`src/rtl/dmem_responder.sv`:
```
// -----------------------------------------------------------------------------
// dmem_responder
//
// Memory-side responder for the datapath load/store port. Accepts one word
// request at a time over a valid/ready handshake, waits WAIT_CYCLES clocks,
// then serves the request from an internal word array and returns one or more
// response beats (read data, or a write acknowledge with zero data).
//
// Optional feature macro: DMEM_VBURST_EN
//   defined   - reads return req_len beats (0 -> 1, >5 -> 5) for vector loads
//   undefined - every read is a single beat; req_len is ignored
//
// Parameters
//   DEPTH        number of 32-bit words (power of two)
//   WAIT_CYCLES  wait states between accept and first beat (0..15)
//
// Ports
//   clk        rising-edge clock
//   reset      asynchronous, active-low reset
//   req_valid  request present
//   req_ready  responder idle and able to accept (decoded from state only)
//   req_we     1 = write, 0 = read
//   req_addr   byte address (must be word aligned and inside DEPTH)
//   req_wdata  write data
//   req_len    read burst length in beats (burst build only)
//   rsp_valid  response beat valid (registered, no backpressure)
//   rsp_rdata  read data for this beat, 0 for acks and errors
//   rsp_last   final beat of the response
//   rsp_err    request rejected (misaligned or out of range)
// -----------------------------------------------------------------------------
module dmem_responder #(
    parameter int DEPTH       = 64,
    parameter int WAIT_CYCLES = 1
) (
    input  logic        clk,
    input  logic        reset,
    input  logic        req_valid,
    output logic        req_ready,
    input  logic        req_we,
    input  logic [31:0] req_addr,
    input  logic [31:0] req_wdata,
    input  logic [2:0]  req_len,
    output logic        rsp_valid,
    output logic [31:0] rsp_rdata,
    output logic        rsp_last,
    output logic        rsp_err
);

    localparam int         AW        = (DEPTH > 1) ? $clog2(DEPTH) : 1;
    localparam logic [3:0] WAIT_LOAD = 4'(WAIT_CYCLES);

    typedef enum logic [1:0] {
        S_IDLE,
        S_WAIT,
        S_BEAT
    } state_t;

    state_t        state,    state_d;
    logic [3:0]    wait_cnt, wait_cnt_d;
    logic [AW-1:0] idx,      idx_d;
    logic          we_q,     we_d;
    logic          err_q,    err_d;
    logic [31:0]   wdata_q,  wdata_d;

    logic          rsp_valid_d;
    logic          rsp_last_d;
    logic          rsp_err_d;
    logic [31:0]   rsp_rdata_d;

    logic          accept;
    logic          addr_err;

    logic [31:0]   mem [DEPTH];

`ifdef DMEM_VBURST_EN
    logic [2:0]    beats, beats_d;

    // Vector loads are at most five words; a zero length still moves one.
    function automatic logic [2:0] clamp_len(input logic [2:0] len);
        if (len == 3'd0) return 3'd1;
        if (len > 3'd5)  return 3'd5;
        return len;
    endfunction
`else
    // Burst length has no meaning in the single-beat build.
    logic          unused_len;
    assign unused_len = ^req_len;
`endif

    assign req_ready = (state == S_IDLE);
    assign accept    = req_valid & req_ready;

    // Only the start address is checked; a burst that runs past the top of
    // the array simply wraps.
    assign addr_err  = (req_addr[1:0] != 2'b00) ||
                       ({2'b00, req_addr[31:2]} >= 32'(DEPTH));

    // -------------------------------------------------------------------------
    // Next-state and next-output logic
    // -------------------------------------------------------------------------
    always_comb begin
        // NOTE: every signal gets a default first so no path through the case
        // leaves it unassigned and infers a latch.
        state_d    = state;
        wait_cnt_d = wait_cnt;
        idx_d      = idx;
        we_d       = we_q;
        err_d      = err_q;
        wdata_d    = wdata_q;
`ifdef DMEM_VBURST_EN
        beats_d    = beats;
`endif

        case (state)
            S_IDLE: begin
                if (accept) begin
                    we_d       = req_we;
                    err_d      = addr_err;
                    idx_d      = req_addr[AW+1:2];
                    wdata_d    = req_wdata;
                    wait_cnt_d = WAIT_LOAD;
`ifdef DMEM_VBURST_EN
                    beats_d    = (req_we || addr_err) ? 3'd1 : clamp_len(req_len);
`endif
                    state_d    = (WAIT_LOAD != 4'd0) ? S_WAIT : S_BEAT;
                end
            end

            S_WAIT: begin
                wait_cnt_d = wait_cnt - 4'd1;
                if (wait_cnt == 4'd1) state_d = S_BEAT;
            end

            S_BEAT: begin
`ifdef DMEM_VBURST_EN
                if (!we_q && !err_q) begin
                    idx_d   = idx + AW'(1);
                    beats_d = beats - 3'd1;
                end
                if (beats == 3'd1) state_d = S_IDLE;
`else
                state_d = S_IDLE;
`endif
            end

            default: state_d = S_IDLE;
        endcase

        // Response outputs are computed one cycle early from the next-state
        // values so that they can be registered without adding latency.
        rsp_valid_d = (state_d == S_BEAT);
        rsp_err_d   = rsp_valid_d & err_d;
`ifdef DMEM_VBURST_EN
        rsp_last_d  = rsp_valid_d & (beats_d == 3'd1);
`else
        rsp_last_d  = rsp_valid_d;
`endif
        rsp_rdata_d = (rsp_valid_d && !we_d && !err_d) ? mem[idx_d] : 32'h0;
    end

    // -------------------------------------------------------------------------
    // State and response registers
    // -------------------------------------------------------------------------
    // NOTE: sequential state uses non-blocking assignments so every register
    // samples the pre-edge values regardless of statement order.
    always_ff @(posedge clk or negedge reset) begin
        if (!reset) begin
            state     <= S_IDLE;
            wait_cnt  <= 4'd0;
            idx       <= '0;
            we_q      <= 1'b0;
            err_q     <= 1'b0;
            wdata_q   <= 32'h0;
`ifdef DMEM_VBURST_EN
            beats     <= 3'd0;
`endif
            rsp_valid <= 1'b0;
            rsp_rdata <= 32'h0;
            rsp_last  <= 1'b0;
            rsp_err   <= 1'b0;
        end else begin
            state     <= state_d;
            wait_cnt  <= wait_cnt_d;
            idx       <= idx_d;
            we_q      <= we_d;
            err_q     <= err_d;
            wdata_q   <= wdata_d;
`ifdef DMEM_VBURST_EN
            beats     <= beats_d;
`endif
            rsp_valid <= rsp_valid_d;
            rsp_rdata <= rsp_rdata_d;
            rsp_last  <= rsp_last_d;
            rsp_err   <= rsp_err_d;
        end
    end

    // -------------------------------------------------------------------------
    // Word array
    // -------------------------------------------------------------------------
    // NOTE: the array has no reset; its contents are undefined until written,
    // and leaving it out of the reset keeps it mappable onto RAM.
    // A reset that lands before the BEAT edge forces IDLE, so an aborted write
    // never reaches the array.
    always_ff @(posedge clk) begin
        if (state == S_BEAT && we_q && !err_q) begin
            mem[idx] <= wdata_q;
        end
    end

endmodule

```
`config.mk`:
```
export PLATFORM = sky130hd
export DESIGN_NAME = dmem_responder
export DESIGN_NICKNAME = d
export VERILOG_FILES = /design/src/rtl/dmem_responder.sv
export SDC_FILE = /design/constraint.sdc
export NUM_CORES = 2
export LEC_CHECK = 0
export ABC_AREA = 1
export CORE_ASPECT_RATIO = 0.6
export CORE_MARGIN = 1
export CORE_UTILIZATION = 30
export DETAILED_ROUTE_END_ITERATION = 10
export GPL_ROUTABILITY_DRIVEN = 0
export PLACE_DENSITY_LB_ADDON = 0.2
export RECOVER_POWER = 50
export SLEW_MARGIN = 20
export SYNTH_ARGS = -nofsm -noshare
export SYNTH_HDL_FRONTEND = slang
export SYNTH_SLANG_ARGS = --single-unit
export TNS_END_PERCENT = 100
```
`constraint.sdc`:
```
create_clock -name clk -period 3.85 [get_ports clk]
set_input_delay 0.77 -clock clk [delete_from_list [all_inputs] [get_ports clk]]
set_output_delay 0.77 -clock clk [all_outputs]
set_load 0.02 [all_outputs]
```
# After elaboration in Yosys (flattened, before gate mapping)
# Memories as Yosys holds them, arrays and structs flattened.
# Cells that the tools add are included.
# word_totals
reg_bits,80
ram_bits,2048
memories,1
# memory_table
name,words,word_bits,read_ports,rd_clocked_by_memory_dff,wr,line_no,text
mem,64,32,1,0,1,73,logic [31:0] mem [DEPTH];
# classes
addsub,1
n_lt_le_gt_ge,1
eq_ne,5
muxes,14
n_bitwise,2
n_reduce_logical,13
# ops
operator,count
2-to-1 mux 32 bit,1
">= comparator 30 x 7 -> 1 bit, second input constant",1
2-to-1 mux 6 bit,2
case mux 4 bit (2 select lines),1
2-to-1 mux 1 bit,6
"equality test 2 bit, second input constant",2
"equality test 4 x 1 -> 1 bit, second input constant",1
logical AND 1 bit,4
2-to-1 mux 2 bit,2
2-to-1 mux 4 bit,1
case mux 2 bit (2 select lines),1
AND reduction 2 bit,2
nonzero test 2 bit,2
"subtractor 4 x 1 -> 4 bit, second input constant",1
logical NOT 1 bit,3
bitwise AND 1 bit,2
"equality test 2 x 1 -> 1 bit, second input constant",1
logical NOT 2 bit,1
"inequality test 2 x 1 -> 1 bit, second input constant",1
logical OR 1 bit,1

# Depth between registers and ports, before layout
# logic_depth
ltp_word,8
depth_mapped,15

# Worst setup path after synthesis
# OpenSTA, ideal clock, no wires.
# synth_path
path_type,register to register
startpoint,register state[0]
endpoint,"memory mem[0][0], enable pin"
arrival_time_ps,2981
t_required_ps,3429
path_slack_ps,448
path_stages_with_launch,4
n_path_buf,0
synth_period_minus_slack_ps,3402
cell_sequence,dfrtp_1 nor4_1 nand4_1 nor2_1
# synth_between
elab_chain_len,5
# synth_lines
element,line_no,text
start: declaration,58,"state_t state, state_d;"
start signal: assignment,182,state <= state_d;
equality test 2 bit,206,if (state == S_BEAT && we_q && !err_q) begin
logical AND 1 bit (2 in a row),206,
2-to-1 mux 1 bit,206,
2-to-1 mux 1 bit (not written as such),207,mem[idx] <= wdata_q;
end: declaration,73,
# Every way passes these cells.

# Worst setup path in the final report
# layout_path
startpoint,register state[0]
endpoint,register rsp_rdata[30]
# layout_between
elab_chain_len,8
word_cells_on_any_way,19
cone_classes,2 x eq/ne; 10 x mux; 1 x bitwise; 5 x reduce/logical; 1 x memory
# layout_lines
element,line_no,text
branches (longest 7 deep; another with memory read (64 x 32 bit)),n/a,
2-to-1 mux 32 bit (*),158,rsp_rdata_d = (rsp_valid_d && !we_d && !err_d) ? mem[idx_d] : 32'h0;
via rsp_rdata_d[30],68,logic [31:0] rsp_rdata_d;
end signal: assignment,192,rsp_rdata <= rsp_rdata_d;
end: declaration,44,"output logic [31:0] rsp_rdata,"
# Mark *: on every way through the listed nets, which the timed path passes.
# A chain may end at the register's enable or synchronous reset.

==> results.toml <==
[sta]
fmax_mhz = 290
rsz0062_at_grt = "false"
setup_slack_ns = 0.404
relSlewSlack = -1.12
tightest_slew_ns = 3.19
final.setup.tns_ns = 0
min_period_over_period = 0.895
whs_ns = 0.464
finalSetupViolations = 0
period_minus_slack_ns = 3.45
finalHoldViolations = 0
finalClockSkew_ns = 0.0249
drv_slew = 1832

[logic_synthesis]
avgSynthCellArea_um2 = 12.1
synthDominantCellAreaShare = 0.725
async_flop_share = 0.0376
ys.flop_type = "edfxtp_1"
yosysSeqAreaShare = 0.748
ys_warn_count = 0
synth_edf_count = 2048
postSynthNetCount = 7065
netlist_area_mm2 = 0.0849
synth-seq-cells = 2128
synth_area_leaders = "edfxtp_1 72%, nand3_1 12%, nand2_1 9.4%"
yosys.area.top_type = "edfxtp_1"
yosysMostFrequentCell = "nand2_1"
synthTopCellsByCount = "2125 x nand2_1, 2062 x nand3_1, 2048 x edfxtp_1"
synth_cells = 6992
synthDistinctLibCells = 28

[detailed_routing]
first_pass_iters = 6
wire_per_inst_um = 23.9
routed_wl_um = 263000
antenna_left = 0
drc = 0
drt_iter0_drc = 6082
vias = 55300
viasPerCell = 5.01

[cts]
cts.clk_slew.worst_paths_ns = 0.07
cts_tree = "done"
cts_root_buf = "clkbuf_16"
postCtsSetupRepairBufs = 0
htreeDepth = 4
clk-insertion-delay-late_ns = 0.85
cts_buffers = 195
cts.path.max_buffers = 4
cts.repair.resized = 0
cts_sinks = 2128

[die]
ios = 107
rows = 150
start_util = 0.303
die-area_mm2 = 0.285
coreArea_mm2 = 0.280
die_w_um = 689
die_y_um = 414

[setup_path]
cp.buffers_inverters = 2
worstPathRequired_ns = 4.57
start_kind = "register"
path_max_fanout = 31
reg2reg_depth = 10
critical_path.slowest_cell = "clkbuf_2"
ff2ff_setup_slack_ns = 0.40
worstSetupPathType = "reg -> reg"
path_cells = "nor2_4 -> nand2_4 -> nand2_1 -> o21ai_4 -> clkinv_2 -> clkbuf_2 -> nand3_1 -> nand3_1 -> nand2_1 -> nor2_1"
critPathArrivalTime_ns = 4.17
cp_num_cells = 10
cp-end-kind = "register"
path_delay_family = "simple AND/OR/NAND/NOR gates"
slowest_delay_ns = 1.07

[finish]
nets = 7234
drive_above_1_share = 0.0899
syn2layout_area_growth_pct = 16.6
n_fill_cell = 27200

[run]
cap_violations = 32

[placement]
post-place-ws_ns = 0.171
dp_hpwl_um = 150000
portBuffers = 103

[pwr]
finalPower_mw = 79.4
p_per_area_mw_per_mm2 = 802
vdd_drop_max_uv = 573
p_leak_nw = 34.0

[run_status]
outcome = "complete, but fails checks"
violations = "max-capacitance violations, max-slew violations"

[grt]
grt_max_degree = 100
grt_util_all_layers = 0.181
grt_overflow = 0
grt_pass1_vias = 52600
grt_pass1_wl_um = 381000
grt_antenna_before_repair = 9

[worst_hold_path]
holdPathStages = 3
hold_path_class = "in -> reg"
[logic make-up (layout without fill, tap and decap cells)]
group / Yosys count / in the layout / synth area share
AO/OA/AOI/OAI: 13 / 13 / 0.000914
XOR/XNOR: 1 / 1 / 0.000103
adder cells (fa/ha/maj): 2 / 2 / 0.000295
buffers and inverters: 487 / 803 / 0.0264
flip-flops: 2128 / 2128 / 0.748
other: 0 / 2 / 0
AND/OR/NAND/NOR: 4361 / 4361 / 0.224
[flip-flops by register name, indices dropped and copies added (netlist names)]
| signal | count |
|---|---|
| wdata_q | 32 |
| err_q | 1 |
| idx | 6 |
| we_q | 1 |
| wait_cnt | 4 |
| state | 2 |
| rsp_rdata | 32 |
| rsp_last | 1 |
| mem | 2048 |
| rsp_err | 1 |
[per-stage QoR]
| stage | utilization | std cells | instance area (um^2) |
|---|---|---|---|
| 3_5_place_dp | 0.333 | 10700 | 93100 |
| 4_1_cts | 0.354 | 11000 | 99100 |
| 5_1_grt | 0.354 | 11000 | 99000 |
| 6_report | 0.354 | 11000 | 99000 |
| 2_1_floorplan | - | 6992 | 84900 |
| 3_3_place_gp | 0.333 | 10700 | 93100 |
[worst min-delay path, cell delays in order]
cell and delay (ns):
clkdlybuf4s50_1 0.40, nand2_1 0.06, nand2_1 0.04
[final timing paths]
check,startpoint,to
max in group asynchronous,reset,rsp_rdata[0]
hold / removal,req_wdata[31],wdata_q[31]
setup reg to reg,state[0],rsp_rdata[30]
min in group asynchronous,reset,rsp_rdata[25]
hold reg to reg,wait_cnt[3],wait_cnt[3]
setup / recovery,state[0],rsp_rdata[30]
[routing by layer]
metal  vias to the layer above  GRT usage  part of all wire
met5                         -          0                 0
met4                         0     0.0355             0.019
met3                       287     0.0314             0.069
met2                      1841      0.256              0.42
met1                     27900      0.287              0.49
li1                      25300          -                 -
[area by class of cell]
cell class | count | area [um^2] | share of cell area
Antenna cell | 2 | 5.00 | 0.0000506
Clock buffer | 239 | 5140 | 0.0519
Clock inverter | 105 | 828 | 0.00837
Inverter | 24 | 104 | 0.00105
Multi-Input combinational cell | 4377 | 19700 | 0.199
Sequential cell | 2128 | 63500 | 0.642
Tap cell | 3724 | 4660 | 0.0471
Timing Repair Buffer | 435 | 5020 | 0.0507
[report_power, final]
group / total (mW) / internal [mW] / switching (mW)
Sequential: 31.0 / 29.0 / 1.98
Clock: 19.1 / 10.4 / 8.68
Combinational: 29.4 / 8.91 / 20.5
[placed cells by master, fill, tap and decap left out, drive strengths merged]
master            n
clkinvlp          2
nand2          2130
clkdlybuf4s50   102
o21ai             9
clkinv           89
ha                2
buf             305
o22ai             2
dlygate4sd3       1
nand4            10
clkbuf          266
xnor2             1
nor2            154
a21oi             1
o21a              1
bufinv           14
nand3          2064
inv              24
dfrtp            80
nor4              2
edfxtp         2048
nor3              1
diode             2
[repair_timing]
| item | 4_1_cts | 5_1_grt |
|---|---|---|
| hold buffers | 1 | 0 |
| endpoints found under the setup margin | 0 | 0 |
| hold endpoints to repair | 21 | 0 |
Power figures use the tool's default switching activity.
